[src/rtl/sp_instr_fifo.sv]
// rtl/sp_instr_fifo.sv - show-ahead instruction FIFO between scratchpad dispatch and bank access FSM
// Optional same-cycle forwarding into an empty FIFO: define SP_INSTR_FIFO_BYPASS_EN.
module sp_instr_fifo #(
  parameter int  DEPTH       = 8,
  parameter type instrFIFO_t = logic [31:0]
) (
  input  logic                     CLK,
  input  logic                     nRST,
  input  logic                     instr_WEN,
  input  instrFIFO_t               instr_wdata,
  input  logic                     flush,
  input  logic                     instrFIFO_REN,
  output instrFIFO_t               instrFIFO_rdata,
  output logic                     instrFIFO_empty,
  output logic                     instrFIFO_full,
  output logic                     new_instr,
  output logic [$clog2(DEPTH):0]   count,
  output logic                     overflow_err,
  output logic                     underflow_err
);

  localparam int PW = $clog2(DEPTH);
  localparam int CW = PW + 1;

  logic [PW-1:0] wptr_q, wptr_d, rptr_q, rptr_d;
  logic [CW-1:0] count_q, count_d;
  logic          new_instr_q, new_instr_d;
  logic          ovf_q, ovf_d, unf_q, unf_d;
  instrFIFO_t    mem_q [DEPTH];

  logic stored_empty, stored_full, bypass;
  logic push_ok, pop_ok, mem_we;

  assign stored_empty = (count_q == '0);
  assign stored_full  = (count_q == CW'(DEPTH));

  // A push into an empty FIFO is presented at the head in the same cycle.
`ifdef SP_INSTR_FIFO_BYPASS_EN
  assign bypass = instr_WEN & stored_empty & ~flush;
`else
  assign bypass = 1'b0;
`endif

  always_comb begin
    wptr_d      = wptr_q;
    rptr_d      = rptr_q;
    count_d     = count_q;
    new_instr_d = 1'b0;
    ovf_d       = ovf_q;
    unf_d       = unf_q;
    push_ok     = 1'b0;
    pop_ok      = 1'b0;
    mem_we      = 1'b0;
    if (flush) begin
      wptr_d  = '0;
      rptr_d  = '0;
      count_d = '0;
    end else begin
      pop_ok  = instrFIFO_REN & ~stored_empty;
      push_ok = instr_WEN & (~stored_full | instrFIFO_REN);
      ovf_d   = ovf_q | (instr_WEN & stored_full & ~instrFIFO_REN);
      unf_d   = unf_q | (instrFIFO_REN & stored_empty & ~bypass);
      new_instr_d = (push_ok & stored_empty & ~bypass)
                  | (pop_ok & (count_q >= CW'(2)));
      // A forwarded entry consumed in the same cycle never touches storage.
      if (bypass & instrFIFO_REN) push_ok = 1'b0;
      mem_we = push_ok;
      if (push_ok) wptr_d = wptr_q + 1'b1;
      if (pop_ok)  rptr_d = rptr_q + 1'b1;
      case ({push_ok, pop_ok})
        2'b10:   count_d = count_q + 1'b1;
        2'b01:   count_d = count_q - 1'b1;
        default: count_d = count_q;
      endcase
    end
  end

  always_ff @(posedge CLK or negedge nRST) begin
    if (!nRST) begin
      wptr_q      <= '0;
      rptr_q      <= '0;
      count_q     <= '0;
      new_instr_q <= 1'b0;
      ovf_q       <= 1'b0;
      unf_q       <= 1'b0;
    end else begin
      wptr_q      <= wptr_d;
      rptr_q      <= rptr_d;
      count_q     <= count_d;
      new_instr_q <= new_instr_d;
      ovf_q       <= ovf_d;
      unf_q       <= unf_d;
    end
  end

  always_ff @(posedge CLK) begin
    if (mem_we) mem_q[wptr_q] <= instr_wdata;
  end

  assign instrFIFO_rdata = bypass ? instr_wdata : mem_q[rptr_q];
  assign instrFIFO_empty = stored_empty & ~bypass;
  assign instrFIFO_full  = stored_full;
  assign new_instr       = new_instr_q | bypass;
  assign count           = count_q;
  assign overflow_err    = ovf_q;
  assign underflow_err   = unf_q;

endmodule

[config.mk]
export PLATFORM = sky130hd
export DESIGN_NAME = sp_instr_fifo
export DESIGN_NICKNAME = d
export VERILOG_FILES = /design/src/rtl/sp_instr_fifo.sv
export SDC_FILE = /design/constraint.sdc
export NUM_CORES = 1
export LEC_CHECK = 0
export CORE_UTILIZATION = 35
export CTS_CLUSTER_DIAMETER = 120
export DETAILED_ROUTE_END_ITERATION = 12
export GPL_ROUTABILITY_DRIVEN = 1
export PLACE_DENSITY = 0.57
export SLEW_MARGIN = 20
export SYNTH_ARGS = -nofsm -noshare
export SYNTH_HDL_FRONTEND = slang
export SYNTH_SLANG_ARGS = --single-unit
[constraint.sdc]
create_clock -name CLK -period 5.97 [get_ports CLK]
set_input_delay 1.791 -clock CLK [delete_from_list [all_inputs] [get_ports CLK]]
set_output_delay 1.791 -clock CLK [all_outputs]
set_load 0.005 [all_outputs]
==> results of run 1 <==
-- cells by family (layout without fill, tap and decap cells) --
family                     count (synthesis)  after routing  synth area share
DFF                                      269            269            0.7682
muxes                                    101            101            0.1777
and+or+nand+nor                           36             36           0.01715
buffers and inverters                     26            143           0.01140
AOI/OAI and AO/OA                         15             15           0.01488
xor gates and xnor gates                   7              7          0.005878
adders and majority gates                  4              4          0.004799
-- power groups by stage --
stage,Clock (mW),Combinational [mW],Sequential [mW]
finish,1.76,0.964,2.25
global route,1.87,1.05,2.26
CTS,1.80,0.990,2.25
detailed placement,0,0.982,2.29
global placement,0,0.975,2.29
floorplan,0,0.674,2.19
-- path summary, 6_finish.rpt --
kind                          startpoint                 end  slack [ns]  depth (start not counted)
setup / recovery               rptr_q[0]  instrFIFO_rdata[2]        1.23                          4
setup reg to reg                count[0]        mem_q[7][15]        3.12                          4
hold / removal             underflow_err       underflow_err        0.49                          1
max in group asynchronous           nRST           rptr_q[1]        3.86                          1
min in group asynchronous           nRST        overflow_err        1.64                          1
hold reg to reg            underflow_err       underflow_err        0.49                          1
-- routing by layer --
layer | up-vias | track usage | share of wire
li1 | 2110 | - | -
met4 | 0 | 0.03623 | 0.022
met3 | 37 | 0.02328 | 0.034
met1 | 2539 | 0.1731 | 0.44
met2 | 90 | 0.2336 | 0.50
met5 | - | 0 | 0
-- metrics by stage --
| stage | instance area (sq um) | cells | power, mW | setup WS (ns) | hold slack, ns |
|---|---|---|---|---|---|
| 2_1_floorplan | 10430 | 458 | 2.866 | 0.5247 | 0.4663 |
| 3_3_place_gp | 11710 | 904 | 3.262 | 1.287 | 0.4877 |
| 3_5_place_dp | 11710 | 904 | 3.273 | 1.278 | 0.4765 |
| 4_1_cts | 12660 | 956 | 5.041 | 1.131 | 0.4918 |
| 5_1_grt | 12730 | 959 | 5.181 | 1.035 | 0.5315 |
| 6_report | 12730 | 959 | 4.965 | 1.227 | 0.4886 |
-- cell usage in the layout (no fill, tap or decap), types with 4 or more instances in the layout --
cell,n
buf_4,7
xor2_1,4
mux2i_1,4
nor2_4,6
clkdlybuf4s50_1,77
clkbuf_16,29
ha_1,4
clkinv_2,10
nor2_1,15
mux4_2,64
mux2_2,32
dfrtp_1,10
edfxtp_1,256
bufinv_16,4
-- sequential cells by signal, indices dropped and copies added, names as in the netlist --
| name | cells |
|---|---|
| mem_q | 256 |
| count | 4 |
| rptr_q | 3 |
| wptr_q | 3 |
| new_instr | 1 |
| overflow_err | 1 |
| underflow_err | 1 |
-- critical path, cell delays in order (launching register included) --
cell and delay [ns]:
dfrtp_4 0.69, buf_4 0.41, mux4_2 0.57, mux2_2 0.28, clkdlybuf4s50_1 0.44
-- cell type report --
| cell class | count | area (sq um) | area share |
|---|---|---|---|
| tap | 384 | 480.5 | 0.03773 |
| clock buffer | 31 | 733.2 | 0.05758 |
| multi-input combinational | 163 | 2354 | 0.1848 |
| clock inverter | 21 | 216.5 | 0.01700 |
| inverter | 3 | 11.26 | 0.0008843 |
| timing repair buffer | 88 | 918.4 | 0.07212 |
| sequential | 269 | 8021 | 0.6299 |
==> impl_metrics.env, run 1 <==
export IMPL_status="completed"
export IMPL_clock_fmax_mhz=210.8
export IMPL_grt_max_degree=67
export IMPL_finalCriticalPeriod_ns=4.743
export IMPL_ant_nets=0
export IMPL_tns_ns=0
export IMPL_drt_iter0_markers=218
export IMPL_pwr_density_cell_nw_per_um2=389.8
export IMPL_clock_path_buffers=3
export IMPL_cts_buffers=28
export IMPL_synth_cell_types=37
export IMPL_ir_worst_vdd_v=0.0002270
export IMPL_min_path_type="register to register"
export IMPL_avgSynthCellArea_sq_um=22.77
export IMPL_fin_util=0.4389
export IMPL_synthCells=458
export IMPL_antenna_found_initial=0
export IMPL_wirelength_microns=19760
export IMPL_place_hpwl_microns=11450
export IMPL_clk_pin_slew_ns=0.07
export IMPL_final_layout_size_suffix_gt1_frac=0.2991
export IMPL_num_vias=4776
export IMPL_swShare=0.2346
export IMPL_drc=0
export IMPL_ys_warn_count=0
export IMPL_p_switching_mw=1.165
export IMPL_path_class="register to output port"
export IMPL_yosysTopAreaCellShare=0.7370
export IMPL_dieArea_sq_um=30490
export IMPL_synth_area_leaders="edfxtp_1 74%, mux4_2 14%, mux2_2 3.5%"
export IMPL_synth_edff_count=256
export IMPL_synth_yosys_seq_area_share=0.7682
export IMPL_timing_hold_violations_final=0
export IMPL_finalCritPeriodShare=0.7944
export IMPL_detail_route_wl_per_cell_microns=20.61
export IMPL_p_leak_nw=4.003
export IMPL_grt_pass1_vias=5314
export IMPL_skew_ns=0.02161
export IMPL_tightest_slew_ns=1.044
export IMPL_arrival_ns=2.95
export IMPL_cts_hold_buf=0
export IMPL_gp_congestion=0.7267
export IMPL_p_seq_frac=0.452
export IMPL_critPathRequiredTime_ns=4.18
export IMPL_ys_flop_type="edfxtp_1"
export IMPL_synth_area_sq_um=10430
export IMPL_rsz0062_at_grt="false"
export IMPL_pwr_share_comb=0.194
export IMPL_vias_per_cell=4.980
export IMPL_synth_nets=499
export IMPL_first_pass_iters=4
export IMPL_maxCapViolations=0
export IMPL_synth_area_leader_cell="edfxtp_1"
export IMPL_num_rows=62
export IMPL_critPathMaxFanout=20
export IMPL_core_sq_um=29010
export IMPL_synthArstFlopShare=0.04833
export IMPL_p_int_mw=3.800
export IMPL_ctsRootBufferMaster="clkbuf_16"
export IMPL_cts_resized=0
export IMPL_n_antenna_cell=0
export IMPL_n_fill_cell=2506
export IMPL_grt_remaining_overflow=0
export IMPL_cts_tree="yes"
export IMPL_synth_most_common_cell="edfxtp_1"
export IMPL_start_util=0.3595
export IMPL_io_pins=78
export IMPL_die_h_microns=174.6
export IMPL_postCtsSetupBuffers=0
export IMPL_grt_first_pass_wirelength_microns=31110
export IMPL_numPortBuffers=77
export IMPL_synth_seq_cells=269
export IMPL_max_slew_margin=0.3040
export IMPL_nNetsFinal=594
export IMPL_clk_latency_ns=0.54
export IMPL_netlist_top_cells_count="256 x edfxtp_1, 64 x mux4_2, 32 x mux2_2"
export IMPL_p_clk_frac=0.354
export IMPL_clock_sinks=269
export IMPL_area_growth_pct=22.10
export IMPL_slew_violations=0
export IMPL_die_x_microns=174.6
export IMPL_h_tree_depth=1
export IMPL_track_usage=0.1341
export IMPL_cp_end_kind="output port"
export IMPL_setup_violations=0
export IMPL_startpoint_type="register"
Power figures use the tool's default switching activity.
==> run 2, diff against run 1 <==
==> constraint.sdc (replaced) <==
create_clock -name CLK -period 4.85 [get_ports CLK]
set_input_delay 1.455 -clock CLK [delete_from_list [all_inputs] [get_ports CLK]]
set_output_delay 1.455 -clock CLK [all_outputs]
set_load 0.005 [all_outputs]
==> run 2 against run 1 <==
Effect of this change: register-to-register slack got worse by 0.87 ns; sequential cell count unchanged; final cell count increased by 0.63%; first-iteration DRC count increased by 80%; sequential share of layout area decreased by 0.52 points; worst hold slack improved by 0.0054 ns; largest power group unchanged; clock power increased by 34%; largest cell class unchanged; clock skew decreased by 0.013 ns.
==> impl_metrics.env, run 2 (same netlist as run 1, synthesis figures left out) <==
export IMPL_status="completed"
export IMPL_final_common_cell="edfxtp_1"
export IMPL_finalCriticalPeriod_ns=4.386
export IMPL_tns_ns=0
export IMPL_gp_congestion=0.7242
export IMPL_cts_hold_buf=0
export IMPL_ant_nets=0
export IMPL_n_antenna_cell=0
export IMPL_io_pins=78
export IMPL_core_sq_um=29010
export IMPL_nNetsFinal=602
export IMPL_detail_route_wl_per_cell_microns=21.14
export IMPL_dieArea_sq_um=30490
export IMPL_final_layout_size_suffix_gt1_frac=0.3046
export IMPL_maxCapViolations=0
export IMPL_drt_iter0_markers=392
export IMPL_setup_violations=0
export IMPL_n_fill_cell=2476
export IMPL_fin_util=0.4426
export IMPL_grt_first_pass_wirelength_microns=30780
export IMPL_ctsRootBufferMaster="clkbuf_16"
export IMPL_crit_family="buffers and inverters"
export IMPL_regMostFlops="mem_q"
export IMPL_wirelength_microns=20400
export IMPL_rsz0062_at_grt="false"
export IMPL_clock_path_buffers=3
export IMPL_final_cell_mix="256 x edfxtp_1, 77 x clkdlybuf4s50_1, 64 x mux4_2, 32 x mux2_2, 29 x clkbuf_16"
export IMPL_regArea_sq_um=8021
export IMPL_dpl_cell_count=915
export IMPL_ir_worst_vdd_v=0.0002572
export IMPL_min_path_type="register to register"
export IMPL_numPortBuffers=77
export IMPL_slew_violations=0
export IMPL_clock_sinks=269
export IMPL_pwr_density_cell_nw_per_um2=492.1
export IMPL_track_usage=0.1347
export IMPL_critPathMaxFanout=24
export IMPL_critPathRequiredTime_ns=3.39
export IMPL_num_vias=4844
export IMPL_postCtsSetupBuffers=0
export IMPL_place_hpwl_microns=11930
export IMPL_tightest_slew_ns=1.016
export IMPL_finalCritPeriodShare=0.9043
export IMPL_whs_ns=0.4940
export IMPL_clk_pin_slew_ns=0.06
export IMPL_cts_buffers=28
export IMPL_clock_fmax_mhz=228.0
export IMPL_critPathMaxStageDelay_ns=0.75
export IMPL_path_cells="buf_4 -> mux4_2 -> mux2_2 -> clkdlybuf4s50_1"
export IMPL_max_slew_margin=0.3229
export IMPL_start_util=0.3595
export IMPL_first_pass_iters=4
export IMPL_antenna_found_initial=0
export IMPL_cts_resized=0
export IMPL_startpoint_type="register"
export IMPL_worst_path_max_delay_cell="dfrtp_4"
export IMPL_arrival_ns=2.93
export IMPL_cp_num_buf_inv=2
export IMPL_h_tree_depth=1
export IMPL_die_x_microns=174.6
export IMPL_die_h_microns=174.6
export IMPL_vias_per_cell=5.020
export IMPL_cts_tree="yes"
export IMPL_drc=0
export IMPL_area_growth_pct=23.12
export IMPL_num_rows=62
export IMPL_grt_max_degree=42
export IMPL_skew_ns=0.008519
export IMPL_multi_input_area_sq_um=2360
export IMPL_fin_cells=965
export IMPL_timing_hold_violations_final=0
export IMPL_cp_end_kind="output port"
export IMPL_grt_remaining_overflow=0
export IMPL_grt_pass1_vias=5136
export IMPL_p_leak_nw=4.058
export IMPL_clk_latency_ns=0.53
export IMPL_path_class="register to output port"
export IMPL_largest_reg_flops=256
-- run 2: cell count changes in the layout (fill, tap and decap cells not counted), sizes merged --
cell,change
clkinv,-5
inv,-1
clkbuf,-1
bufinv,+4
clkinvlp,+1
buf,+8
-- run 2: power by group --
part	total, mW	internal (mW)	switching [mW]
Clock	2.35	1.50	0.843
Combinational	1.21	0.765	0.448
Sequential	2.76	2.62	0.142
Total	6.32	4.89	1.43
-- run 2: worst paths after layout --
kind	startpoint	to	slack, ns	cells past startpoint
max	rptr_q[0]	instrFIFO_rdata[5]	0.46	4
min	underflow_err	underflow_err	0.49	1
max reg2reg	count[0]	mem_q[4][22]	2.25	4
min reg2reg	underflow_err	underflow_err	0.49	1
max in group asynchronous	nRST	rptr_q[0]	3.08	1
min in group asynchronous	nRST	underflow_err	1.31	1
-- run 2: layout make-up --
cell class              instances  area share
clock buffers                  30     0.05681
repair buffers                 96     0.07308
clock inverters                20     0.02338
flip-flops and latches        269      0.6247
inverters                       3   0.0008769
multi-input cells             163      0.1838
well taps                     384     0.03742
-- run 2: layer usage --
layer	vias up	track usage	wire length, microns
met2	113	0.2372	10530
met5	-	0	0
met1	2584	0.1746	8676
met3	29	0.01806	769
li1	2118	-	-
met4	0	0.03768	428
-- run 2: through the flow --
| step | power [mW] | setup slack, ns | instance area, sq um |
|---|---|---|---|
| finish | 6.319 | 0.4643 | 12840 |
| global route | 6.557 | 0.3045 | 12840 |
| CTS | 6.407 | 0.3711 | 12840 |
| detailed placement | 4.048 | 0.9051 | 11810 |
| global placement | 4.031 | 0.9187 | 11810 |
| floorplan | 3.528 | 0.1103 | 10440 |
==> variant, RTL diff (settings of run 1) <==
`DEPTH`: 8 -> 16.
--- a/src/rtl/sp_instr_fifo.sv
+++ b/src/rtl/sp_instr_fifo.sv
@@ -1,7 +1,7 @@
 // rtl/sp_instr_fifo.sv - show-ahead instruction FIFO between scratchpad dispatch and bank access FSM
 // Optional same-cycle forwarding into an empty FIFO: define SP_INSTR_FIFO_BYPASS_EN.
 module sp_instr_fifo #(
-  parameter int  DEPTH       = 8,
+  parameter int  DEPTH       = 16,
   parameter type instrFIFO_t = logic [31:0]
 ) (
   input  logic                     CLK,
Ports: changed (resized count); port bits go from 78 to 79. The function was not compared with the original's and may differ.
==> variant against run 1 <==
Core utilization is 2.0 points lower. Largest cell class unchanged. Die area up 94%. Combinational power up 88%. Sequential share of layout area rose by 3.2 points. Sequential cell count is 259 higher. Power is 86% higher. Critical path type unchanged. Via count grew 88%. Design area grew 87%. Synthesized area grew 95%. Cell count grew 83%. Worst setup slack worse by 0.37 ns. Clock power increased by 78%. Routed wire length is 110% higher.
==> variant: results (changes against run 1) <==
* Pleak at 7.23 nW (was 4.00 nW)
* Max FFs per register at 512 (was 256)
* Post-synth ARST share at 3.03% (was 4.83%)
* Drt wl/cell at 24.0 µm (was 20.6 µm)
* Place WS at 1.13 ns (was 1.28 ns)
* ANT cells at 0 (unchanged)
* Top area cells in the synthesized netlist: edfxtp_1 (76%), mux4_2 (18%), dfrtp_1 (2.0%) (was edfxtp_1 (74%), mux4_2 (14%), mux2_2 (3.5%))
* Global-route usage over all layers at 14.6% (was 13.4%)
* EDFF count, synth at 512 (was 256)
* Vias in the first global route at 9,598 (was 5,314)
* Dpl hpwl at 24.1 mm (was 11.5 mm)
* Final GP Congestion at 0.717 (was 0.727)
* Final-layout fill cell count at 4,887 (was 2,506)
* Initial antenna violation count at 1 (was 0)
* Maximum fanout along the worst path at 48 (was 20)
* Clk Latency, worst-skew pair at 0.59 ns (was 0.54 ns)
* Peak supply drop at 0.200 mV (was 0.227 mV)
* Largest net degree at the start of global routing at 49 (was 67)
* Fin nets at 1,003 (was 594)
* H-tree levels at 2 (was 1)
* First-pass DRT Iterations at 5 (was 4)
* Vias at 8,990 (was 4,776)
* Most frequent cells after synthesis: edfxtp_1 (512), mux4_2 (160), nor2_1 (23), clkbuf_1 (21), dfrtp_1 (16) (was edfxtp_1 (256), mux4_2 (64), mux2_2 (32), nor2_1 (21), dfrtp_1 (13))
* Outcome: finished clean (unchanged)
* TritonCTS Buffers at 52 (was 28)
* Starting DRT DRC Count at 692 (was 218)
* Share of post-route cells with drive strength above 1 at 28.9% (was 29.9%)
* Port bufs at 78 (was 77)
variant: changes by cell type in the layout (fill, tap and decap cells not counted), sizes merged, moves of 5 or more:
cell / change
a21oi: +5
nand2: +13
buf: +19
mux2: -32
nand3: +5
edfxtp: +256
clkbuf: +43
mux4: +96
variant: routing by layer:
layer  track usage, %  wire length, µm
met5                0               17
met3             2.84             1790
met4             3.42              708
met2             23.4            20500
met1             20.6            19000
variant: area by class of cell:
cell class,count,area [µm²],area share (%)
timing repair buffer,108,1090,4.58
tap,756,946,3.97
clock buffer,74,1420,5.93
multi-input combinational,264,4390,18.4
clock inverter,20,205,0.860
inverter,5,18.8,0.0787
sequential,528,15800,66.2
variant: logic make-up after synthesis:
kind of cell | synth area share [%]
flip-flops | 77.6
XOR/XNOR | 0.258
multiplexers | 17.9
buffers and inverters | 1.39
adder cells (fa/ha/maj) | 0.431
AND/OR/NAND/NOR | 1.69
AO/OA/AOI/OAI | 0.775
variant: where the power goes:
part / internal, mW / total [mW] / switching [mW]
logic: 1.06 / 1.81 / 0.751
registers: 4.13 / 4.26 / 0.131
clock network: 1.82 / 3.14 / 1.32
total: 7.01 / 9.22 / 2.20
variant: worst max-delay path, cell delays in order (launching register included):
cell and delay, ns:
dfrtp_4 0.93, buf_12 0.33, mux4_2 0.39, mux4_2 0.52
clkdlybuf4s50_1 0.48
variant: stage by stage:
step | area (µm²) | cells | hold WS, ns
finish | 23900 | 1755 | 0.491
global placement | 22200 | 1661 | 0.500
global route | 23900 | 1755 | 0.529
detailed placement | 22200 | 1661 | 0.464
floorplan | 20300 | 843 | 0.460
CTS | 23800 | 1755 | 0.493
variant: worst paths after layout:
check,endpoint,slack (ns),start,cells after the start
max in group asynchronous,rptr_q[3],3.72,nRST,1
max,instrFIFO_rdata[26],0.86,rptr_q[1],4
min in group asynchronous,overflow_err,1.66,nRST,1
max reg2reg,mem_q[12][0],3.17,count[4],6
min reg2reg,underflow_err,0.49,underflow_err,1
min,underflow_err,0.49,underflow_err,1
